## config.mk

```make
export PLATFORM = sky130hd
export DESIGN_NAME = ext_mem_rr_merge
export DESIGN_NICKNAME = d
export VERILOG_FILES = /design/src/rtl/ext_mem_rr_merge.sv
export SDC_FILE = /design/constraint.sdc
export NUM_CORES = 1
export LEC_CHECK = 0
export CAP_MARGIN = 10
export CELL_PAD_IN_SITES_DETAIL_PLACEMENT = 0
export CELL_PAD_IN_SITES_GLOBAL_PLACEMENT = 1
export CORE_AREA = 2 2 121 123
export DETAILED_ROUTE_END_ITERATION = 10
export DIE_AREA = 0 0 123 125
export DONT_BUFFER_PORTS = 1
export PLACE_DENSITY = 0.49
export RECOVER_POWER = 50
export SLEW_MARGIN = 20
export SYNTH_ARGS = -nofsm -noshare
export SYNTH_HDL_FRONTEND = slang
export SYNTH_SLANG_ARGS = --single-unit
```

## constraint.sdc

```tcl
create_clock -name clk -period 1.2 [get_ports clk]
set_input_delay 0.12 -clock clk [delete_from_list [all_inputs] [get_ports clk]]
set_output_delay 0.12 -clock clk [all_outputs]
set_load 0.01 [all_outputs]
```

## src/rtl/ext_mem_rr_merge.sv

```systemverilog
// ext_mem_rr_merge: merges N native-bus masters onto one L2 slave bus with
// round-robin or fixed-priority arbitration, and sequences L2 invalidates.
//   state | meaning
//   IDLE  | no owner; start a pending invalidate or arbitrate
//   BUSY  | granted master drives the slave bus until s_ready
//   INV   | one-cycle force_inv_out strobe to L2
module ext_mem_rr_merge #(
  parameter int N_MASTERS = 2,
  parameter int ADDR_W    = 32,
  parameter int DATA_W    = 32,
  parameter int PRIO_MODE = 0
) (
  input  logic                                            clk,
  input  logic                                            rst,
  input  logic [N_MASTERS*(1+ADDR_W+DATA_W+DATA_W/8)-1:0] m_req,
  output logic [N_MASTERS*(DATA_W+1)-1:0]                 m_resp,
  output logic [ADDR_W+DATA_W+DATA_W/8:0]                 s_req,
  input  logic [DATA_W:0]                                 s_resp,
  input  logic                                            inv_req,
  input  logic                                            wtb_empty_in,
  output logic                                            force_inv_out,
  output logic [N_MASTERS-1:0]                            grant,
  output logic                                            busy
);
  localparam int REQ_W  = 1 + ADDR_W + DATA_W + DATA_W/8;
  localparam int RESP_W = DATA_W + 1;
  localparam int IDX_W  = (N_MASTERS > 1) ? $clog2(N_MASTERS) : 1;

  typedef enum logic [1:0] {S_IDLE, S_BUSY, S_INV} state_e;

  state_e               state_q, state_d;
  logic [N_MASTERS-1:0] grant_q, grant_d;
  logic [IDX_W-1:0]     own_q, own_d, last_q, last_d, win_idx;
  logic                 inv_pend_q, inv_pend_d;
  logic [N_MASTERS-1:0] m_valid;
  logic                 any_valid;
  logic                 s_ready;

  assign s_ready = s_resp[0];

  always_comb begin
    m_valid = '0;
    for (int i = 0; i < N_MASTERS; i++) m_valid[i] = m_req[i*REQ_W + REQ_W - 1];
  end
  assign any_valid = |m_valid;

  // Scan from the far end so the candidate closest to the start of the order wins.
  always_comb begin
    int j;
    j       = 0;
    win_idx = '0;
    for (int k = N_MASTERS; k >= 1; k--) begin
      if (PRIO_MODE != 0) begin
        j = k - 1;
      end else begin
        j = int'(last_q) + k;
        if (j >= N_MASTERS) j = j - N_MASTERS;
      end
      if (m_valid[IDX_W'(j)]) win_idx = IDX_W'(j);
    end
  end

  always_comb begin
    state_d    = state_q;
    grant_d    = grant_q;
    own_d      = own_q;
    last_d     = last_q;
    inv_pend_d = inv_pend_q;
    case (state_q)
      S_IDLE: begin
        if (inv_pend_q && wtb_empty_in) begin
          state_d = S_INV;
        end else if (any_valid) begin
          state_d = S_BUSY;
          own_d   = win_idx;
          for (int i = 0; i < N_MASTERS; i++) grant_d[i] = (win_idx == IDX_W'(i));
        end
      end
      S_BUSY: begin
        if (s_ready) begin
          state_d = S_IDLE;
          grant_d = '0;
          last_d  = own_q;
        end
      end
      S_INV: begin
        state_d    = S_IDLE;
        inv_pend_d = 1'b0;
      end
      default: state_d = S_IDLE;
    endcase
    // A request landing in the INV cycle re-arms so it is not lost.
    if (inv_req) inv_pend_d = 1'b1;
  end

  always_ff @(posedge clk or negedge rst) begin
    if (!rst) begin
      state_q    <= S_IDLE;
      grant_q    <= '0;
      own_q      <= '0;
      last_q     <= IDX_W'(N_MASTERS - 1);
      inv_pend_q <= 1'b0;
    end else begin
      state_q    <= state_d;
      grant_q    <= grant_d;
      own_q      <= own_d;
      last_q     <= last_d;
      inv_pend_q <= inv_pend_d;
    end
  end

  always_comb begin
    s_req  = '0;
    m_resp = '0;
    if (state_q == S_BUSY) begin
      for (int i = 0; i < N_MASTERS; i++) begin
        if (own_q == IDX_W'(i)) begin
          s_req          = m_req[i*REQ_W +: REQ_W];
          s_req[REQ_W-1] = 1'b1;
          if (s_ready) m_resp[i*RESP_W +: RESP_W] = s_resp;
        end
      end
    end
  end

  assign force_inv_out = (state_q == S_INV);
  assign busy          = (state_q != S_IDLE);
  assign grant         = grant_q;

endmodule

```

== Word-level counts from Yosys, hierarchy flattened ==
Cells that the tools add are included.
Word-level totals
  register bits: 7
  input bits: 175
  output and inout port bits: 139
  word-level logic and storage cells: 54
Operators by class
  add/subtract/negate cells: 4
  $lt $le $gt $ge: 4
  eq/ne operators: 6
  mux-type cells: 23
  bitwise gates (word level): 2
  reductions and logical operators: 10
Operators by type and width (count)
  $mux W33: 3
  $mux W69: 1
  $mux W68: 1
  $mux W66: 1
  $mux W1: 10
  $mux W2: 5
  $pmux W2 S2: 2
  $lt A1 B3 Y1 const B: 2
  $ne A2 B2 Y1 const B: 3
  $reduce_bool A2 Y1: 3
  $reduce_and A2 Y1: 2
  $reduce_and A4 Y1: 1
  $add A1 B2 Y3 const B: 1
  $ge A3 B2 Y1 const B: 1
  $ne A3 B3 Y1 const B: 1
  $reduce_and A3 Y1: 1
  $add A1 B1 Y2 const B: 1
  $eq A2 B1 Y1 const B: 1
  $eq A2 B2 Y1 const B: 1
  $ge A2 B2 Y1 const B: 1
  $logic_not A2 Y1: 1
  $not A1 Y1: 2
  $reduce_or A2 Y1: 1
  $sub A1 B1 Y1 const B: 2
  $logic_and A1 B1 Y1: 1

== Logic depth before layout (Yosys ltp) ==
Gate-level depths: netlist of run 1.
  depth in word-level cells: 12
  gate-level depth with buffers: 6
  gate-level depth less buffers: 4

== Worst setup path after synthesis of run 1 ==
Ideal clock, no wire load.
  kind: reg2out
  from: register state_q[1]
  to: output port m_resp[56]
  arrival: 1221 ps
  required time: 1080 ps
  slack: -141 ps
  stages on the path, launching flop included: 7
  path buffers: 2
  cells stage by stage: dfrtp_1 -> nand2b_1 -> buf_6 -> inv_2 -> and3_4 -> buf_6 -> and2_1
Between the ends
  cells in the longest elaborated chain, start to end: 2
Ends and longest elaborated chain
  start, declared: RTL line 31  | state_e state_q, state_d;
  start signal, assigned: RTL line 104  | state_q <= state_d;
  $eq A2 B1 Y1: RTL line 115  | if (state_q == S_BUSY) begin
  $mux W66: RTL line 115
  end, declared: RTL line 16  | output logic [N_MASTERS*(DATA_W+1)-1:0] m_resp,
No other way between the ends.

== Final worst setup path of run 1 ==
  from: register own_q
  to: output port s_req[0]
Between the ends
  cells in the longest elaborated chain, start to end: 2
Ends and longest elaborated chain
  start, declared: RTL line 33  | logic [IDX_W-1:0] own_q, own_d, last_q, last_d, win_idx;
  start signal, assigned: RTL line 106  | own_q <= own_d;
  $mux W68: RTL line 117  | if (own_q == IDX_W'(i)) begin
  $mux W69: RTL line 115
  end, declared: RTL line 17  | output logic [ADDR_W+DATA_W+DATA_W/8:0] s_req,
No other way between the ends.

==> results of run 1 <==
==> synthesized netlist by cell type <==
library cell	number
nor2_1	71
mux2i_1	69
and2_1	64
buf_2	8
clkbuf_1	7
dfrtp_1	6
buf_6	4
buf_4	3
inv_1	2
mux2_2	2
nand2_1	2
nor2b_1	2
a21oi_1	1
and2_0	1
and3_4	1
dfstp_2	1
inv_2	1
nand2b_1	1
nand3b_1	1
nor2_2	1
o211ai_1	1
o21ai_0	1
o21bai_1	1
==> where the power goes <==
group          total, mW  leakage [nW]  internal, mW  switching [mW]
sequential         0.550        0.0807         0.369           0.181
clock              0.580        0.0382         0.443           0.137
combinational       6.06          1.29          3.21            2.85
total               7.19          1.41          4.02            3.17
==> metal layers <==
metal / vias up / wire (um) / share of wire, %
li1: 959 / - / -
met1: 932 / 2790 / 32
met2: 185 / 4780 / 55
met3: 16 / 809 / 9.2
met4: 0 / 379 / 4.3
met5: - / 0 / 0
==> path summary, 6_finish.rpt <==
kind / to / cells after the start / slack (ns) / startpoint
min in group asynchronous: grant[0] / 1 / 0.23 / rst
setup reg to reg: grant[1] / 4 / -0.11 / state_q[1]
hold / removal: state_q[0] / 1 / 0.005 / s_resp[0]
hold reg to reg: inv_pend_q / 2 / 0.52 / inv_pend_q
setup / recovery: s_req[0] / 5 / -0.37 / own_q
max in group asynchronous: last_q / 1 / 0.68 / rst
==> area by class of cell <==
| class | count | area [um^2] | share of cell area [%] |
|---|---|---|---|
| antenna | 2 | 5.00 | 0.157 |
| tap | 184 | 230 | 7.21 |
| timing repair buffer | 89 | 910 | 28.5 |
| sequential | 7 | 181 | 5.68 |
| inverter | 3 | 13.8 | 0.431 |
| multi-input combinational | 219 | 1770 | 55.5 |
| clock buffer | 4 | 78.8 | 2.47 |
==> worst max-delay path: stages (launching register included) <==
cell and delay [ns]:
dfrtp_4 0.54, buf_4 0.18, buf_16 0.14, mux2i_2 0.16
nor2_1 0.05, buf_4 0.15
==> cell families (layout without fill, tap and decap cells) <==
| family | after synthesis | in the layout | share of synthesized area, % |
|---|---|---|---|
| AOI/OAI and AO/OA | 4 | 4 | 1.40 |
| buffers and inverters | 25 | 96 | 8.13 |
| DFF | 7 | 7 | 9.89 |
| muxes | 71 | 71 | 40.0 |
| other | 0 | 2 | 0 |
| and+or+nand+nor | 144 | 144 | 40.6 |
==> registers in the layout, summed over array words and instances (netlist names) <==
| register | cells |
|---|---|
| grant | 2 |
| inv_pend_q | 1 |
| last_q | 1 |
| state_q | 2 |
| own_q | 1 |
==> timing repair <==
item	in CTS	in global routing
endpoints found under the hold margin	8	0
setup buffers	5	2
cloned	5	3
endpoints found under the setup margin	139	140
pin swaps	6	13
hold buffers	2	0
gates resized for setup	37	27
==> flow_summary_export.csv, run 1 <==
group,metric,value,unit
die,io_pins,314,
grt,globalRouteOverflowTotal,0,
grt,globalRouteMet3Util,2.33,%
timing,final_period_minus_worst_setup_slack,1.57,ns
clocking,clock_tree_from_tritoncts,"built",
die,placement_rows,44,
grt,grt-busiest-layer,"met2",
worst_setup_path,worst_ep_arrival_time,1.45,ns
placement,hpwlAfterDp,6.59,mm
yosys,synth_top_area_share,38.7,%
yosys,synth_seq_cells,7,
clocking,number_of_clock_buffers_inserted_by_tritoncts,3,
grt,wire_length_of_the_first_global_routing_pass,11.5,mm
clocking,clock_tree.htree_level_count,1,
yosys,synth.cell_area,1780,um^2
clocking,insertion_delay,0.23,ns
grt,grt_usage,9.97,%
run_status,run_status,"finished with violations",
yosys,synth_area_leader_cell,"mux2i_1",
power_and_ir_drop,max-vdd-ir-drop,723,uV
timing,maxSlewViolCount,0,
placement,cell_total_after_placement,487,
grt,number_of_global_route_vias_before_repair,2104,
drt,vias,2092,
timing,rsz0062_at_grt,"true",
timing,tightest_pin_transition,0.378,ns
drt,via_cell_ratio,4.12,
final_layout,finalNonFillerCells,508,
timing,hold_violations,0,
worst_setup_path,critical_path_required,1.08,ns
grt,grt_antenna_before_repair,2,
grt,use_met1,9.02,%
yosys,synth_fp_nets,426,
yosys,area_contributors_post_synth,"mux2i_1 (39%), and2_1 (22%), nor2_1 (15%)",
die,die_y,125,um
worst_setup_path,timing.critical_path.to_type,"primary output",
placement,gp_routability_congestion,0.812,
final_layout,most_frequent_cells_in_the_layout,"buf_4 (70), nor2_1 (58), and2_4 (58)",
final_layout,post_route_cells_drive_above_1_share,56.8,%
grt,largest_net_degree_at_the_start_of_global_routing,36,
yosys,syn-instance-count,251,
clocking,clk_pin_slew,0.04,ns
timing,setup_tns,-44.69,ns
worst_setup_path,crit_path_max_fanout,9,
drt,drt_drc_violations_left,0,
final_layout,most_frequent_standard_cell_in_the_layout_excluding_fill_and_tap_cells,"buf_4",
power_and_ir_drop,fin_total_pwr,7.19,mW
final_layout,design_area,3190,um^2
timing,max_freq,0.637,GHz
placement,dp_slack,-0.197,ns
drt,routed_wirelength,8.76,mm
timing,timing.hold.ws,0.00455,ns
power_and_ir_drop,power.leakage,1.41,nW
die,die_footprint,15400,um^2
yosys,synthesis.area_per_instance,7.11,um^2
final_layout,final.fill_count,1544,
final_layout,area_growth,78.9,%
yosys,synth_seq_area_share,9.89,%
die,initial_utilization,12.6,%
clocking,clockRootBuffer,"clkbuf_16",
clocking,cts.sink_count,7,
die,core_area,14200,um^2
timing,clock-skew-final,0.000684,ns
drt,routed_wire_length_per_instance,17.2,um
worst_setup_path,timing_worst_setup_path_type,"reg2out",
run_status,violated_checks,"setup timing",
worst_setup_path,cp_startpoint_kind,"flip-flop",
timing,timing.final.ws_setup,-0.370,ns
yosys,post_synth_num_cell_types,23,
yosys,synth.yosys.warnings,0,
min_path,class_of_the_tightest_hold_or_removal_check,"in2reg",
power_and_ir_drop,cellPowerDensity,2250,nW/um^2
die,die_w,123,um
drt,drt-initial-drc-count,51,
timing,setup-violations-final,138,
placement,buffer_ports.inserted,0,
job,cap_viol_max_count,0,
timing,fin_crit_sh,131,%
placement,post_dp_cell_area,2670,um^2
drt,drt_first_pass_iters,4,
timing,timing.slew.headroom,74.7,%
grt,groute.layer.met2.usage,20.0,%
clocking,ctsLongestPathBuffers,2,
final_layout,nNetsFinal,498,
final_layout,fin_util,22.5,%
drt,antenna_violating_nets_post_route,0,
No activity file was read; power rests on OpenSTA's default activity.
==> run 2, diff against run 1 <==
--- a/config.mk
+++ b/config.mk
@@ -5,6 +5,7 @@
 export SDC_FILE = /design/constraint.sdc
 export NUM_CORES = 1
 export LEC_CHECK = 0
+export ABC_CLOCK_PERIOD_IN_PS = 1200
 export CAP_MARGIN = 10
 export CELL_PAD_IN_SITES_DETAIL_PLACEMENT = 0
 export CELL_PAD_IN_SITES_GLOBAL_PLACEMENT = 1
==> results of run 2 <==
Final layout, timing and power as in run 1 (identical DEF).
